==> src/rtl/mod_pow_mult_seq_if.sv <==
// ---------------------------------------------------------------------------
// mod_pow_mult_seq_if
//   Start/busy/done bus between a sequencing controller (master) and the
//   modular A*x^B unit (slave).
//
//   Signals
//     start   master->slave  request, only looked at while the unit is idle
//     a       master->slave  coefficient A   (COEF_W)
//     b       master->slave  exponent B      (EXP_W)
//     x       master->slave  base x          (DATA_W)
//     busy    slave->master  high whenever the unit is not idle
//     done    slave->master  one-cycle pulse, result valid
//     result  slave->master  (A*x^B) mod MOD, held until the next done
//
//   Handshake: a request is accepted on the rising edge where start=1 and
//   busy=0; a/b/x are captured on that same edge and ignored afterwards.
//   Requests made while busy=1 (the done cycle included) are dropped, never
//   queued. Each accepted request produces exactly one done pulse unless a
//   reset aborts it, and busy drops in the cycle after done.
// ---------------------------------------------------------------------------
interface mod_pow_mult_seq_if #(
  parameter int DATA_W = 4,
  parameter int EXP_W  = 2,
  parameter int COEF_W = 2,
  parameter int RES_W  = 8
);
  logic              start;
  logic [COEF_W-1:0] a;
  logic [EXP_W-1:0]  b;
  logic [DATA_W-1:0] x;
  logic              busy;
  logic              done;
  logic [RES_W-1:0]  result;

  modport master (
    output start, a, b, x,
    input  busy, done, result
  );

  modport slave (
    input  start, a, b, x,
    output busy, done, result
  );
endinterface

==> src/rtl/mod_pow_mult_seq.sv <==
// ---------------------------------------------------------------------------
// mod_pow_mult_seq
//   Sequential (A * x^B) mod MOD. One multiplier feeds a shift-subtract
//   reducer. The accumulator is reduced after every multiply, so the datapath
//   width depends only on RES_W and the operand width, never on B.
//
//   Operation: acc starts at 1; steps 0..B-1 multiply by x and step B
//   multiplies by A. Each step is one MUL cycle followed by K = W+1 RED
//   cycles, giving DONE entry (B+1)*(K+1) edges after the accepting edge.
//
//   Ports
//     clk          in   rising-edge clock
//     rst          in   synchronous, active-high reset (aborts any operation)
//     bus          slave side of mod_pow_mult_seq_if (start/a/b/x in,
//                  busy/done/result out)
//     o_dbg_state  out  current FSM state (0 IDLE, 1 MUL, 2 RED, 3 DONE)
// ---------------------------------------------------------------------------
module mod_pow_mult_seq #(
  parameter int DATA_W = 4,
  parameter int EXP_W  = 2,
  parameter int COEF_W = 2,
  parameter int RES_W  = 8,
  parameter int MOD    = 255
) (
  input  logic                 clk,
  input  logic                 rst,
  mod_pow_mult_seq_if.slave    bus,
  output logic [1:0]           o_dbg_state
);

  // Operand width is the wider of x and A; one extra reducer bit per step.
  localparam int W   = (DATA_W > COEF_W) ? DATA_W : COEF_W;
  localparam int P_W = RES_W + W + 1;
  localparam int KW  = $clog2(W + 1);

  localparam logic [P_W-1:0] MOD_P = P_W'(MOD);
  localparam logic [KW-1:0]  K_TOP = KW'(W);

  // Modulus must fit the result and be at least 2.
  generate
    if (MOD < 2 || MOD > (2 ** RES_W) - 1) begin : g_bad_mod
      $error("mod_pow_mult_seq: MOD=%0d outside 2..2**RES_W-1", MOD);
    end
  endgenerate

  typedef enum logic [1:0] {
    S_IDLE = 2'd0,
    S_MUL  = 2'd1,
    S_RED  = 2'd2,
    S_DONE = 2'd3
  } state_t;

  state_t r_state;
  state_t w_next_state;

  logic [COEF_W-1:0] r_a;
  logic [EXP_W-1:0]  r_b;
  logic [DATA_W-1:0] r_x;
  logic [RES_W-1:0]  r_acc;
  logic [EXP_W-1:0]  r_step;
  logic [P_W-1:0]    r_p;
  logic [KW-1:0]     r_k;
  logic [RES_W-1:0]  r_result;

  logic              w_busy;
  logic              w_done;
  logic              w_last_step;
  logic              w_last_red;
  logic [W-1:0]      w_operand;
  logic [P_W-1:0]    w_prod;
  logic [P_W-1:0]    w_mod_shift;
  logic [P_W-1:0]    w_p_red;

  // -------------------------------------------------------------------------
  // Datapath combinational helpers
  // -------------------------------------------------------------------------
  assign w_last_step = (r_step == r_b);
  assign w_last_red  = (r_k == '0);

  // Steps before B use the base, the final step applies the coefficient.
  assign w_operand = (r_step < r_b) ? W'(r_x) : W'(r_a);

  // acc < MOD < 2**RES_W and operand < 2**W, so the product fits P_W bits.
  assign w_prod = P_W'(r_acc) * P_W'(w_operand);

  // One restoring-division step: p < MOD<<(k+1) on entry, p < MOD<<k after.
  assign w_mod_shift = MOD_P << r_k;
  assign w_p_red     = (r_p >= w_mod_shift) ? (r_p - w_mod_shift) : r_p;

  // -------------------------------------------------------------------------
  // FSM: state register
  // -------------------------------------------------------------------------
  always_ff @(posedge clk) begin
    if (rst) begin
      r_state <= S_IDLE;
    end else begin
      r_state <= w_next_state;
    end
  end

  // -------------------------------------------------------------------------
  // FSM: next-state logic
  // -------------------------------------------------------------------------
  always_comb begin
    w_next_state = r_state;
    case (r_state)
      S_IDLE: begin
        if (bus.start) begin
          w_next_state = S_MUL;
        end
      end
      S_MUL: begin
        w_next_state = S_RED;
      end
      S_RED: begin
        if (w_last_red) begin
          w_next_state = w_last_step ? S_DONE : S_MUL;
        end
      end
      S_DONE: begin
        w_next_state = S_IDLE;
      end
      default: begin
        w_next_state = S_IDLE;
      end
    endcase
  end

  // -------------------------------------------------------------------------
  // FSM: outputs (Moore)
  // -------------------------------------------------------------------------
  always_comb begin
    w_busy = 1'b0;
    w_done = 1'b0;
    case (r_state)
      S_IDLE: begin
        w_busy = 1'b0;
        w_done = 1'b0;
      end
      S_MUL, S_RED: begin
        w_busy = 1'b1;
      end
      S_DONE: begin
        w_busy = 1'b1;
        w_done = 1'b1;
      end
      default: begin
        w_busy = 1'b0;
        w_done = 1'b0;
      end
    endcase
  end

  // -------------------------------------------------------------------------
  // Datapath registers
  // -------------------------------------------------------------------------
  always_ff @(posedge clk) begin
    if (rst) begin
      r_a      <= '0;
      r_b      <= '0;
      r_x      <= '0;
      r_acc    <= '0;
      r_step   <= '0;
      r_p      <= '0;
      r_k      <= '0;
      r_result <= '0;
    end else begin
      case (r_state)
        S_IDLE: begin
          // Operands are captured only here, so later bus changes are inert.
          if (bus.start) begin
            r_a    <= bus.a;
            r_b    <= bus.b;
            r_x    <= bus.x;
            r_acc  <= RES_W'(1);
            r_step <= '0;
          end
        end
        S_MUL: begin
          r_p <= w_prod;
          r_k <= K_TOP;
        end
        S_RED: begin
          r_p <= w_p_red;
          if (!w_last_red) begin
            r_k <= r_k - 1'b1;
          end else begin
            // Final reducer cycle: value is now strictly below MOD.
            r_acc <= RES_W'(w_p_red);
            if (w_last_step) begin
              r_result <= RES_W'(w_p_red);
            end else begin
              r_step <= r_step + 1'b1;
            end
          end
        end
        default: begin
          // S_DONE holds everything; result stays valid until the next done.
        end
      endcase
    end
  end

  // -------------------------------------------------------------------------
  // Outputs
  // -------------------------------------------------------------------------
  assign bus.busy    = w_busy;
  assign bus.done    = w_done;
  assign bus.result  = r_result;
  assign o_dbg_state = r_state;

endmodule
==> src/flat_wrapper.sv <==
// flat-port wrapper written by rule: the top's interface ports become plain ports
module mod_pow_mult_seq_flat 
#(
  parameter int DATA_W = 4,
  parameter int EXP_W  = 2,
  parameter int COEF_W = 2,
  parameter int RES_W  = 8,
  parameter int MOD    = 255
)
  (clk, rst, o_dbg_state, bus_start, bus_a, bus_b, bus_x, bus_busy, bus_done, bus_result);
  mod_pow_mult_seq_if #(.DATA_W(DATA_W), .EXP_W(EXP_W), .COEF_W(COEF_W), .RES_W(RES_W)) bus_i ();
  input  logic clk;
  input  logic rst;
  output logic [1:0] o_dbg_state;
  input wire logic [$bits(bus_i.start)-1:0] bus_start;
  input wire logic [$bits(bus_i.a)-1:0] bus_a;
  input wire logic [$bits(bus_i.b)-1:0] bus_b;
  input wire logic [$bits(bus_i.x)-1:0] bus_x;
  output wire logic [$bits(bus_i.busy)-1:0] bus_busy;
  output wire logic [$bits(bus_i.done)-1:0] bus_done;
  output wire logic [$bits(bus_i.result)-1:0] bus_result;
  assign bus_i.start = bus_start;
  assign bus_i.a = bus_a;
  assign bus_i.b = bus_b;
  assign bus_i.x = bus_x;
  assign bus_busy = bus_i.busy;
  assign bus_done = bus_i.done;
  assign bus_result = bus_i.result;
  mod_pow_mult_seq #(.DATA_W(DATA_W), .EXP_W(EXP_W), .COEF_W(COEF_W), .RES_W(RES_W), .MOD(MOD)) u_core (.clk(clk), .rst(rst), .bus(bus_i), .o_dbg_state(o_dbg_state));
endmodule
==> config.mk <==
export PLATFORM = sky130hd
export DESIGN_NAME = mod_pow_mult_seq_flat
export DESIGN_NICKNAME = d
export VERILOG_FILES = /design/src/rtl/mod_pow_mult_seq_if.sv /design/src/rtl/mod_pow_mult_seq.sv /design/src/flat_wrapper.sv
export SDC_FILE = /design/constraint.sdc
export NUM_CORES = 1
export LEC_CHECK = 0
export ABC_CLOCK_PERIOD_IN_PS = 6150
export CORE_ASPECT_RATIO = 0.75
export CORE_MARGIN = 2
export CORE_UTILIZATION = 45
export CTS_BUF_LIST = sky130_fd_sc_hd__clkbuf_2 sky130_fd_sc_hd__clkbuf_4 sky130_fd_sc_hd__clkbuf_8
export CTS_CLUSTER_SIZE = 24
export DETAILED_ROUTE_END_ITERATION = 10
export PLACE_DENSITY = 0.63
export RECOVER_POWER = 50
export SLEW_MARGIN = 10
export SYNTH_ARGS = -nofsm -noshare
export SYNTH_HDL_FRONTEND = slang
export SYNTH_SLANG_ARGS = --single-unit
==> constraint.sdc <==
create_clock -name clk -period 6.15 [get_ports clk]
set_clock_uncertainty 0.2 [all_clocks]
set_input_delay 0.9225 -clock clk [delete_from_list [all_inputs] [get_ports clk]]
set_output_delay 0.9225 -clock clk [all_outputs]
set_load 0.05 [all_outputs]
==> flow_metrics.env <==
export IMPL_synthesis_area_sq_mm=0.003620
export IMPL_wl_um=8880
export IMPL_initial_core_util_pct=46.13
export IMPL_final_hold_viol_count=0
export IMPL_ant_nets=0
export IMPL_synth_main_ff_cell="dfxtp_1"
export IMPL_wl_per_cell_um=15.52
export IMPL_antenna_found_initial=0
export IMPL_setup_viol=0
export IMPL_synth_nets=515
export IMPL_final_nets=529
export IMPL_ys_seq_area_share_pct=24.33
export IMPL_routed_via_density=5.664
export IMPL_pwr_density_cell_mw_per_mm2=245.1
export IMPL_post_cts_setup_buffers=0
export IMPL_cp_buffers_inverters=4
export IMPL_netlist_area_leader_share_pct=24.33
export IMPL_arrival_ns=4.74
export IMPL_setup_worst_path_start_class="flip-flop"
export IMPL_layout_drive_gt1_share_pct=4.925
export IMPL_cts_sink_count=44
export IMPL_synth_compound_area_share_pct=18.35
export IMPL_synth_cell_types=55
export IMPL_area_growth_pct=10.20
export IMPL_die_area_sq_mm=0.008784
export IMPL_min_period_ns=4.735
export IMPL_drt_initial_drc_count=222
export IMPL_min_path_type="reg -> reg"
export IMPL_drc=0
export IMPL_rsz0062_at_grt="false"
export IMPL_holdWs_ns=0.2649
export IMPL_design_area_sq_mm=0.003989
export IMPL_setup_tns_ns=0
export IMPL_synthAdderAreaFrac_pct=20.67
export IMPL_path_common_cell="inv_1"
export IMPL_ir_worst_vdd_mv=0.1474
export IMPL_synth_area_leader_cell="dfxtp_1"
export IMPL_syn_area_per_cell_sq_um=8.008
export IMPL_ioPinCount=23
export IMPL_max_slew_margin_rel_pct=23.52
export IMPL_die_w_um=107.6
export IMPL_crit_required_ns=6.16
export IMPL_dpl_cell_area_sq_mm=0.003896
export IMPL_tightest_slew_ns=1.143
export IMPL_grt_overflow_total=0
export IMPL_synth_simple_area_share_pct=22.99
export IMPL_crit_family="adder cells"
export IMPL_final_setup_worst_slack_ns=1.415
export IMPL_cp_end_kind="flip-flop"
export IMPL_synthCells=452
export IMPL_hpwl_um=7100
export IMPL_async_reset_ff_share_pct=0
export IMPL_critical_path_max_fanout=18
export IMPL_ys_seq_elements=44
export IMPL_cp_cell_sequence="inv_1 > ha_1 > a21oi_1 > buf_4 > mux2i_1 > nor2b_1 > fa_1 > inv_1 > fa_1 > inv_1 > ha_1 > a21oi_1 > nand2_1 > a31oi_1 > o21ai_0 > xor2_1 > nand2_1 > a221oi_1"
export IMPL_core_rowCount=28
export IMPL_clkTransAtPathRegs_ns=0.09
export IMPL_core_area_sq_mm=0.007848
export IMPL_max_stage_delay_ns=0.57
export IMPL_place_gp_congestion=0.8995
export IMPL_numCtsBuffers=5
export IMPL_io_buffers=22
export IMPL_max_freq_mhz=211.2
export IMPL_synth_edf_count=0
export IMPL_cts_path_max_buffers=2
export IMPL_cts_tree="done"
export IMPL_synth_area_leaders="dfxtp_1 (24%), ha_1 (13%), fa_1 (7.2%)"
export IMPL_critPathKind="reg -> reg"
export IMPL_yosysWarnings=0
export IMPL_ctsHoldBuffers=0
export IMPL_drt_first_pass_iters=4
export IMPL_muxShareOfSynthArea_pct=3.042
export IMPL_grt_use_total_pct=21.25
export IMPL_p_leak_nw=1.756
export IMPL_antennaDiodeCount=0
export IMPL_drv_slew=0
export IMPL_htreeDepth=2
export IMPL_grt_pass1_wl_um=14610
export IMPL_cts_root_buf="clkbuf_8"
export IMPL_synth_xor_area_share_pct=3.871
export IMPL_ctsResizeCount=0
export IMPL_die_h_um=81.67
export IMPL_slowest_stage="mux2i_1"
export IMPL_clock_latency_ns=0.30
export IMPL_grt_max_degree=41
export IMPL_maxCapViolations=0
export IMPL_place_ws_ns=1.445
export IMPL_synth_top_family_by_area="simple AND/OR/NAND/NOR gates"
export IMPL_grt_pass1_vias=3034
export IMPL_period_share_pct=76.99
export IMPL_vias=3240
export IMPL_status="complete, no violations"
export IMPL_layout_common_cells="nand2_1 (44), dfxtp_1 (44), inv_1 (41), nor2_1 (39), ha_1 (39)"
[logic make-up (layout without fill, tap and decap cells)]
kind of cell,after synthesis,count (layout)
compound gates,102,102
xor+xnor,16,16
fa+ha+maj,52,52
buf+inv,58,73
flops,44,44
mux,10,10
simple gates,170,170
[cells in the mapped netlist (2+ instances only)]
cell / instances
o211a_1: 2
a2111oi_0: 2
and4_1: 2
nand2_1: 44
nor3_1: 12
ha_1: 39
nand2b_1: 6
dfxtp_1: 44
nand4_1: 2
o21ai_0: 17
or3_1: 3
o21a_1: 3
nor4_1: 3
buf_1: 2
mux2_2: 2
mux2i_2: 2
a31oi_1: 7
nand3_1: 19
inv_1: 41
o211ai_1: 2
a221oi_1: 4
nor2b_1: 15
buf_2: 3
xor2_1: 4
buf_6: 3
and2_1: 4
mux2i_1: 6
a21o_1: 3
a211oi_1: 10
or2_2: 2
and3_1: 15
a21oi_2: 2
fa_1: 13
xnor2_1: 12
a21oi_1: 36
nor2_1: 39
clkbuf_1: 9
[cell type report]
cell class | instances | area (sq um)
Fill cell | 803 | 3859
Clock buffer | 5 | 68.82
Timing Repair Buffer | 24 | 235.2
Clock inverter | 3 | 23.77
Sequential cell | 44 | 880.8
Inverter | 41 | 153.9
Multi-Input combinational cell | 350 | 2495
Tap cell | 105 | 131.4
[worst paths after layout]
| check | start | to | slack (ns) | cells after the start |
|---|---|---|---|---|
| setup / recovery | u_core.r_b[1]$_SDFFE_PP0P_ | u_core.r_p[11]$_SDFFE_PP0P_ | 1.42 | 18 |
| hold / removal | u_core.r_b[1]$_SDFFE_PP0P_ | u_core.r_b[1]$_SDFFE_PP0P_ | 0.26 | 2 |
| setup reg to reg | u_core.r_b[1]$_SDFFE_PP0P_ | u_core.r_p[11]$_SDFFE_PP0P_ | 1.42 | 18 |
| hold reg to reg | u_core.r_b[1]$_SDFFE_PP0P_ | u_core.r_b[1]$_SDFFE_PP0P_ | 0.26 | 2 |
[worst reg2reg max path, cell delays in order (launching register included)]
cell and delay [ns]:
dfxtp_1 0.34, inv_1 0.05, ha_1 0.28, a21oi_1 0.13, buf_4 0.21, mux2i_1 0.57
nor2b_1 0.13, fa_1 0.50, inv_1 0.05, fa_1 0.53, inv_1 0.04, ha_1 0.35
a21oi_1 0.21, nand2_1 0.07, a31oi_1 0.31, o21ai_0 0.18, xor2_1 0.15, nand2_1 0.07
a221oi_1 0.27
[flip-flops by register name (all words and copies together) (netlist names)]
signal	count
u_core.r_p	13
u_core.bus.result	8
u_core.r_acc	8
u_core.r_x	4
u_core.r_k	3
u_core.o_dbg_state	2
u_core.r_a	2
u_core.r_b	2
u_core.r_step	2
[per-layer routing]
metal | GRT usage [%] | up-vias | wire, um
met5 | 0 | - | 0
met4 | 3.974 | 0 | 97
met3 | 5.952 | 12 | 663
met2 | 32.89 | 102 | 3677
met1 | 29.90 | 1529 | 4443
li1 | - | 1597 | -
[stage by stage]
| step | util, % | total power [mW] | std cells |
|---|---|---|---|
| finish | 50.83 | 0.9776 | 572 |
| global route | 50.83 | 1.045 | 572 |
| CTS | 50.83 | 0.9841 | 572 |
| detailed placement | 49.65 | 0.7946 | 564 |
| global placement | 49.65 | 0.7878 | 564 |
| floorplan | - | 0.6945 | 452 |
[report_power, final]
group          internal (mW)  switching, mW
Clock                 0.0806          0.109
Sequential             0.311         0.0251
Combinational          0.158          0.294
No activity file was read; power rests on OpenSTA's default activity.
